<file path="config.mk">
export PLATFORM = sky130hd
export DESIGN_NAME = neuron_mac_seq
export DESIGN_NICKNAME = d
export VERILOG_FILES = /design/src/rtl/neuron_pkg.sv /design/src/rtl/float_adder.sv /design/src/rtl/float_mult.sv /design/src/rtl/neuron_mac_dp.sv /design/src/rtl/neuron_mac_seq.sv
export SDC_FILE = /design/constraint.sdc
export NUM_CORES = 2
export LEC_CHECK = 0
export ABC_CLOCK_PERIOD_IN_PS = 34500
export CELL_PAD_IN_SITES_DETAIL_PLACEMENT = 0
export CELL_PAD_IN_SITES_GLOBAL_PLACEMENT = 1
export CORE_MARGIN = 2
export CORE_UTILIZATION = 40
export CTS_BUF_LIST = sky130_fd_sc_hd__clkbuf_4 sky130_fd_sc_hd__clkbuf_8
export CTS_CLUSTER_DIAMETER = 120
export DETAILED_ROUTE_END_ITERATION = 7
export PLACE_DENSITY = 0.67
export SYNTH_ARGS = -nofsm -noshare
export SYNTH_HDL_FRONTEND = slang
export SYNTH_SLANG_ARGS = --single-unit
</file>
<file path="constraint.sdc">
create_clock -name clk -period 34.5 [get_ports clk]
set_clock_uncertainty 0.15 [all_clocks]
set_input_delay 10.35 -clock clk [delete_from_list [all_inputs] [get_ports clk]]
set_output_delay 10.35 -clock clk [all_outputs]
set_load 0.005 [all_outputs]
</file>
<file path="src/rtl/neuron_pkg.sv">
// neuron_pkg: fp32 width/constants and the FSM state type shared by neuron_mac_seq.
package neuron_pkg;
    localparam int unsigned FP_W = 32;
    localparam logic [FP_W-1:0] FP_ZERO = 32'h0000_0000;
    localparam logic [FP_W-1:0] FP_ONE  = 32'h3F80_0000;

    typedef enum logic [1:0] {IDLE, ACCUM, DRAIN, DONE} mac_state_t;
endpackage

</file>
<file path="src/rtl/float_adder.sv">
// float_adder: combinational fp32 add, round-to-nearest-even with guard/round/sticky bits.
module float_adder (
    input  logic [31:0] a,
    input  logic [31:0] b,
    output logic [31:0] Out,
    output logic [31:0] Out_test,
    output logic [7:0]  shift,
    output logic        c_out
);
    logic [31:0] big;
    logic [31:0] sml;
    logic [27:0] mb;
    logic [27:0] ms;
    logic [27:0] sum;
    logic [26:0] n;
    logic [7:0]  d;
    logic [9:0]  e;
    logic [4:0]  lz;
    logic        rnd;
    logic [30:0] mag;

    always_comb begin
        if (a[30:0] >= b[30:0]) begin
            big = a;
            sml = b;
        end else begin
            big = b;
            sml = a;
        end
        d  = big[30:23] - sml[30:23];
        mb = {2'b01, big[22:0], 3'b000};
        ms = {2'b01, sml[22:0], 3'b000};
        // align the smaller operand; shifted-out bits collapse into the sticky LSB
        if (d >= 8'd28)
            ms = 28'd1;
        else
            ms = (ms >> d) | {27'd0, |(ms & ~(28'hFFF_FFFF << d))};
        e     = 10'(big[30:23]);
        sum   = (big[31] == sml[31]) ? mb + ms : mb - ms;
        c_out = sum[27];
        lz    = '0;
        if (sum[27]) begin
            n = sum[27:1] | {26'd0, sum[0]};
            e = e + 10'd1;
        end else begin
            for (int i = 0; i < 27; i++)
                if (sum[i]) lz = 5'(26 - i);
            n = sum[26:0] << lz;
            e = e - 10'(lz);
        end
        rnd      = n[2] & ((|n[1:0]) | n[3]);
        mag      = {e[7:0], n[25:3]} + 31'(rnd);
        Out_test = {big[31], e[7:0], n[25:3]};
        shift    = d;
        if (sml[30:23] == 8'd0)
            Out = big;
        else if (sum == 28'd0)
            Out = 32'd0;
        else if ($signed(e) <= 10'sd0)
            Out = {big[31], 31'd0};
        else if ($signed(e) >= 10'sd255 || mag[30:23] == 8'hFF)
            Out = {big[31], 8'hFF, 23'd0};
        else
            Out = {big[31], mag};
    end
endmodule

</file>
<file path="src/rtl/float_mult.sv">
// float_mult: combinational fp32 multiply, round-to-nearest-even, subnormals flushed to zero.
module float_mult (
    input  logic [31:0] x,
    input  logic [31:0] y,
    output logic [31:0] z
);
    logic        sgn;
    logic [47:0] mp;
    logic [9:0]  e;
    logic [22:0] man;
    logic        g;
    logic        st;
    logic        rnd;
    logic [30:0] mag;

    always_comb begin
        sgn = x[31] ^ y[31];
        mp  = 48'({1'b1, x[22:0]}) * 48'({1'b1, y[22:0]});
        e   = 10'(x[30:23]) + 10'(y[30:23]) - 10'd127;
        if (mp[47]) begin
            man = mp[46:24];
            g   = mp[23];
            st  = |mp[22:0];
            e   = e + 10'd1;
        end else begin
            man = mp[45:23];
            g   = mp[22];
            st  = |mp[21:0];
        end
        rnd = g & (st | man[0]);
        mag = {e[7:0], man} + 31'(rnd);
        if (x[30:23] == 8'd0 || y[30:23] == 8'd0 || $signed(e) <= 10'sd0)
            z = {sgn, 31'd0};
        else if ($signed(e) >= 10'sd255 || mag[30:23] == 8'hFF)
            z = {sgn, 8'hFF, 23'd0};
        else
            z = {sgn, mag};
    end
endmodule

</file>
<file path="src/rtl/neuron_mac_dp.sv">
// neuron_mac_dp: shared multiplier, product register and fp32 accumulator for neuron_mac_seq.
module neuron_mac_dp
    import neuron_pkg::*;
(
    input  logic            clk,
    input  logic            rst,
    input  logic            clr,
    input  logic            load,
    input  logic [FP_W-1:0] act,
    input  logic [FP_W-1:0] wgt,
    output logic [FP_W-1:0] sum_c
);
    logic [FP_W-1:0] prod_c;
    logic [FP_W-1:0] prod_q;
    logic            prod_vld;
    logic [FP_W-1:0] acc_q;
    logic [31:0]     add_test_unused;
    logic [7:0]      add_shift_unused;
    logic            add_cout_unused;

    float_mult u_mult (.x(act), .y(wgt), .z(prod_c));

    always_ff @(posedge clk or posedge rst) begin
        if (rst) begin
            prod_q   <= FP_ZERO;
            prod_vld <= 1'b0;
        end else begin
            prod_vld <= load;
            if (load) prod_q <= prod_c;
        end
    end

    float_adder u_add (
        .a        (acc_q),
        .b        (prod_q),
        .Out      (sum_c),
        .Out_test (add_test_unused),
        .shift    (add_shift_unused),
        .c_out    (add_cout_unused)
    );

    // fixed left-to-right summation: one product folded in per valid cycle
    always_ff @(posedge clk or posedge rst) begin
        if (rst)           acc_q <= FP_ZERO;
        else if (clr)      acc_q <= FP_ZERO;
        else if (prod_vld) acc_q <= sum_c;
    end
endmodule

</file>
<file path="src/rtl/neuron_mac_seq.sv">
// neuron_mac_seq: serial fp32 multiply-accumulate for one neuron.
// Define NEURON_MAC_RELU_EN to rectify the output (hidden layers); otherwise the raw sum passes.
module neuron_mac_seq
    import neuron_pkg::*;
#(
    parameter int unsigned N_INPUTS = 15,
    parameter int unsigned AW       = (N_INPUTS > 1) ? $clog2(N_INPUTS) : 1
) (
    input  logic            clk,
    input  logic            rst,
    input  logic            start,
    output logic            busy,
    input  logic            in_valid,
    output logic            in_ready,
    input  logic [FP_W-1:0] in_data,
    output logic [AW-1:0]   w_addr,
    input  logic [FP_W-1:0] w_data,
    output logic            out_valid,
    input  logic            out_ready,
    output logic [FP_W-1:0] out_data
);
    localparam logic [AW-1:0] LAST_IDX = AW'(N_INPUTS - 1);

    mac_state_t      state_q;
    mac_state_t      state_d;
    logic [AW-1:0]   idx_q;
    logic [AW-1:0]   idx_d;
    logic            accept_c;
    logic            clr_c;
    logic [FP_W-1:0] sum_c;
    logic [FP_W-1:0] res_c;

    assign w_addr = idx_q;

    always_comb begin
        state_d  = state_q;
        idx_d    = idx_q;
        clr_c    = 1'b0;
        accept_c = in_valid && in_ready;
        case (state_q)
            IDLE: if (start) begin
                state_d = ACCUM;
                idx_d   = '0;
                clr_c   = 1'b1;
            end
            ACCUM: if (accept_c) begin
                if (idx_q == LAST_IDX) state_d = DRAIN;
                else                   idx_d   = idx_q + AW'(1);
            end
            DRAIN:   state_d = DONE;
            DONE:    if (out_ready) state_d = IDLE;
            default: state_d = IDLE;
        endcase
    end

    // in DRAIN the adder output already holds the final sum
`ifdef NEURON_MAC_RELU_EN
    assign res_c = sum_c[FP_W-1] ? FP_ZERO : sum_c;
`else
    assign res_c = sum_c;
`endif

    always_ff @(posedge clk or posedge rst) begin
        if (rst) begin
            state_q   <= IDLE;
            idx_q     <= '0;
            busy      <= 1'b0;
            in_ready  <= 1'b0;
            out_valid <= 1'b0;
            out_data  <= FP_ZERO;
        end else begin
            state_q   <= state_d;
            idx_q     <= idx_d;
            busy      <= (state_d != IDLE);
            in_ready  <= (state_d == ACCUM);
            out_valid <= (state_d == DONE);
            if (state_q == DRAIN) out_data <= res_c;
        end
    end

    neuron_mac_dp u_dp (
        .clk   (clk),
        .rst   (rst),
        .clr   (clr_c),
        .load  (accept_c),
        .act   (in_data),
        .wgt   (w_data),
        .sum_c (sum_c)
    );
endmodule

</file>
==> out/summary.txt <==
Final period utilization: 65.5%
Worst-Skew Late Latency: 400 ps
Initial DRC Count: 2461
Initial antenna violation count: 0
ANT nets after route: 0
Area Growth Syn to Fin: 7.08%
RR Startpoint: u_dp.acc_q[23]
Cell variety after synth: 110
Post-synthesis register bit count: 106
CP arrival: 22700 ps
Hold wc startpoint: out_data[29]
Vias after detailed routing: 32000
Fin. max-slew vios: 0
Cts hold-fix bufs: 0
Rows: 109
DRT Wirelength: 123000 um
Setup WS post-layout: 11900 ps
R2r worst-path depth: 57
Layout Nets: 5336
Hold Path Sink: out_data[29]
Setup tns final: 0 ps
Count leader, synth: inv_1
Hold Path Class: reg -> reg
Max-cap violations: 0
Syn Nets: 5366
Post-synth top area cell: fa_1
Dpl ws: 11340 ps
Final RePlAce weighted congestion: 0.954
Drt via density: 5.63
Slowest CP cell: clkdlybuf4s50_1
Crit-path max cell delay: 1260 ps
DRC viols: 0
Clock transition at path regs: 120 ps
CTS tree: done
Ys Warns: 0
Commonest cells in the netlist: 691 x inv_1, 582 x nand2_1, 485 x fa_1
Max frequency: 44.3 MHz
Worst-Margin Slew: 1200 ps
Cell Area, Synth: 35700 sq um
Clock Tree Buf Depth: 2
Status: finished clean
Crit path required time: 34600 ps
Sequential-to-total area share from yosys stat: 7.43%
Leading post-synthesis cells by cell area: fa_1 27%, ha_1 9.7%, dfrtp_1 7.4%, inv_1 7.3%, nand2_1 6.1%
Drt pass-1 iters: 5
Ys async rst share: 100%
Port-buffer cells: 107
Number of setup buffers added after CTS: 0
Reg2reg end: u_dp.acc_q[21]
Num CTS Buffers: 9
Layout cells sized above 1: 5.37%
Worst rel slew slack: 19.6%
CTS root buf: clkbuf_8
First-pass GRT wire length: 192000 um
Vias in the first global route: 31800
Final hold viol count: 0
EDFF count, synth: 0
Synth top area share: 27.2%
I/O pins: 108
Type of origin of the critical path: primary input
Final setup vio count: 0
Utilization of the core after routing: 43.3%
Die Ht: 303 um
GR Overflow Total: 0
Main synth FF type: dfrtp_1
Crit path max fanout: 48
Post-detail-place hpwl: 96400 um
GRT Overall Usage: 27.0%
Syn Area/Cell: 7.87 sq um
CP Class: in -> reg
Reg2Reg Setup Slack: 17990 ps
Core box area: 88400 sq um
Die area: 91700 sq um
Setup crit end kind: flip-flop
ANT cells: 0
Initial Util: 40.4%
Clock Sinks: 106
Most common cell on crit path: inv_1
CTS H-Tree Depth: 3
RSZ-0062 raised after global routing: false
Hold Path Depth: 1
Largest net degree at the start of global routing: 75
Post-synthesis cell count: 4534
Final min period: 22600 ps
Wire per inst: 21.7 um
Horiz. Die Dim: 303 um
Post-CTS resize count: 0
-- area by class of cell --
type                    count  area [sq um]
clock buffers              10           131
clock inverters             6          61.3
fillers                  9203         50100
inverters                 696          2620
multi-input cells        3483         29500
flip-flops and latches    106          2650
well taps                1165          1460
repair buffers            208          1830
-- cell families (layout without fill, tap and decap cells) --
family,count (synthesis),after routing,synth area share [%]
XOR/XNOR,151,151,3.78
adder cells (fa/ha/maj),763,763,36.9
AO/OA/AOI/OAI,968,968,18.3
AND/OR/NAND/NOR,1528,1528,20.9
flip-flops,106,106,7.43
multiplexers,73,73,2.40
buffers and inverters,945,920,10.3
-- how the worst max path moves through the flow --
stage,endpoint,startpoint,cells after the start
after detailed placement,u_dp.prod_q[11],w_data[4],48
after floorplan,u_dp.prod_q[10],in_data[4],43
after global routing,u_dp.prod_q[3],in_data[2],48
after global placement,u_dp.prod_q[15],w_data[4],48
final,u_dp.prod_q[11],w_data[4],48
after CTS,u_dp.prod_q[11],w_data[4],48
-- state kept, by name, summed over array words and instances (netlist names) --
name,cells
busy,1
u_dp.prod_vld,1
u_dp.acc_q,32
w_addr,4
state_q,2
in_ready,1
out_valid,1
u_dp.prod_q,32
out_data,32
-- per-layer routing --
layer,wire length [um],up-vias,track usage [%]
met3,6910,189,2.16
met4,4150,0,7.83
met2,56300,1069,44.5
met5,0,-,0
met1,55800,15700,37.9
li1,-,15000,-
-- worst max-delay path: cells and delay by family --
| kind | cells | cell delay, ps |
|---|---|---|
| xor gates and xnor gates | 2 | 390 |
| adders and majority gates | 9 | 3330 |
| AOI/OAI and AO/OA | 16 | 3500 |
| buffers and inverters | 9 | 2090 |
| and+or+nand+nor | 12 | 2970 |
-- cell usage in the layout (no fill, tap or decap), drive strengths merged, types with 13 or more instances in the layout --
cell type	synthesis	layout
a211o	14	14
a211oi	50	50
a21boi	16	16
a21o	40	40
a21oi	212	212
a31oi	89	89
and2	249	249
and3	26	26
buf	52	101
clkdlybuf4s50	0	107
dfrtp	106	106
fa	485	485
ha	278	278
inv	694	696
mux2i	53	53
nand2	584	584
nand2b	38	38
nand3	93	93
nand4	34	34
nor2	240	240
nor2b	43	43
nor3	95	95
nor4	34	34
o211a	13	13
o211ai	64	64
o21a	23	23
o21ai	225	225
o21bai	25	25
o22ai	35	35
o31ai	15	15
or2	25	25
or3	23	23
xnor2	103	103
xor2	48	48
-- metrics by stage --
step | hold slack (ps) | std cells | instance area, sq um
4_1_cts | 361 | 5674 | 38200
3_3_place_gp | 318 | 5658 | 38000
6_report | 358 | 5674 | 38200
3_5_place_dp | 333 | 5658 | 38000
5_1_grt | 379 | 5674 | 38200
2_1_floorplan | 320 | 4534 | 35700
Power is not shown: default switching activity piles up to over one toggle a cycle in this logic, so the estimate is an artifact.
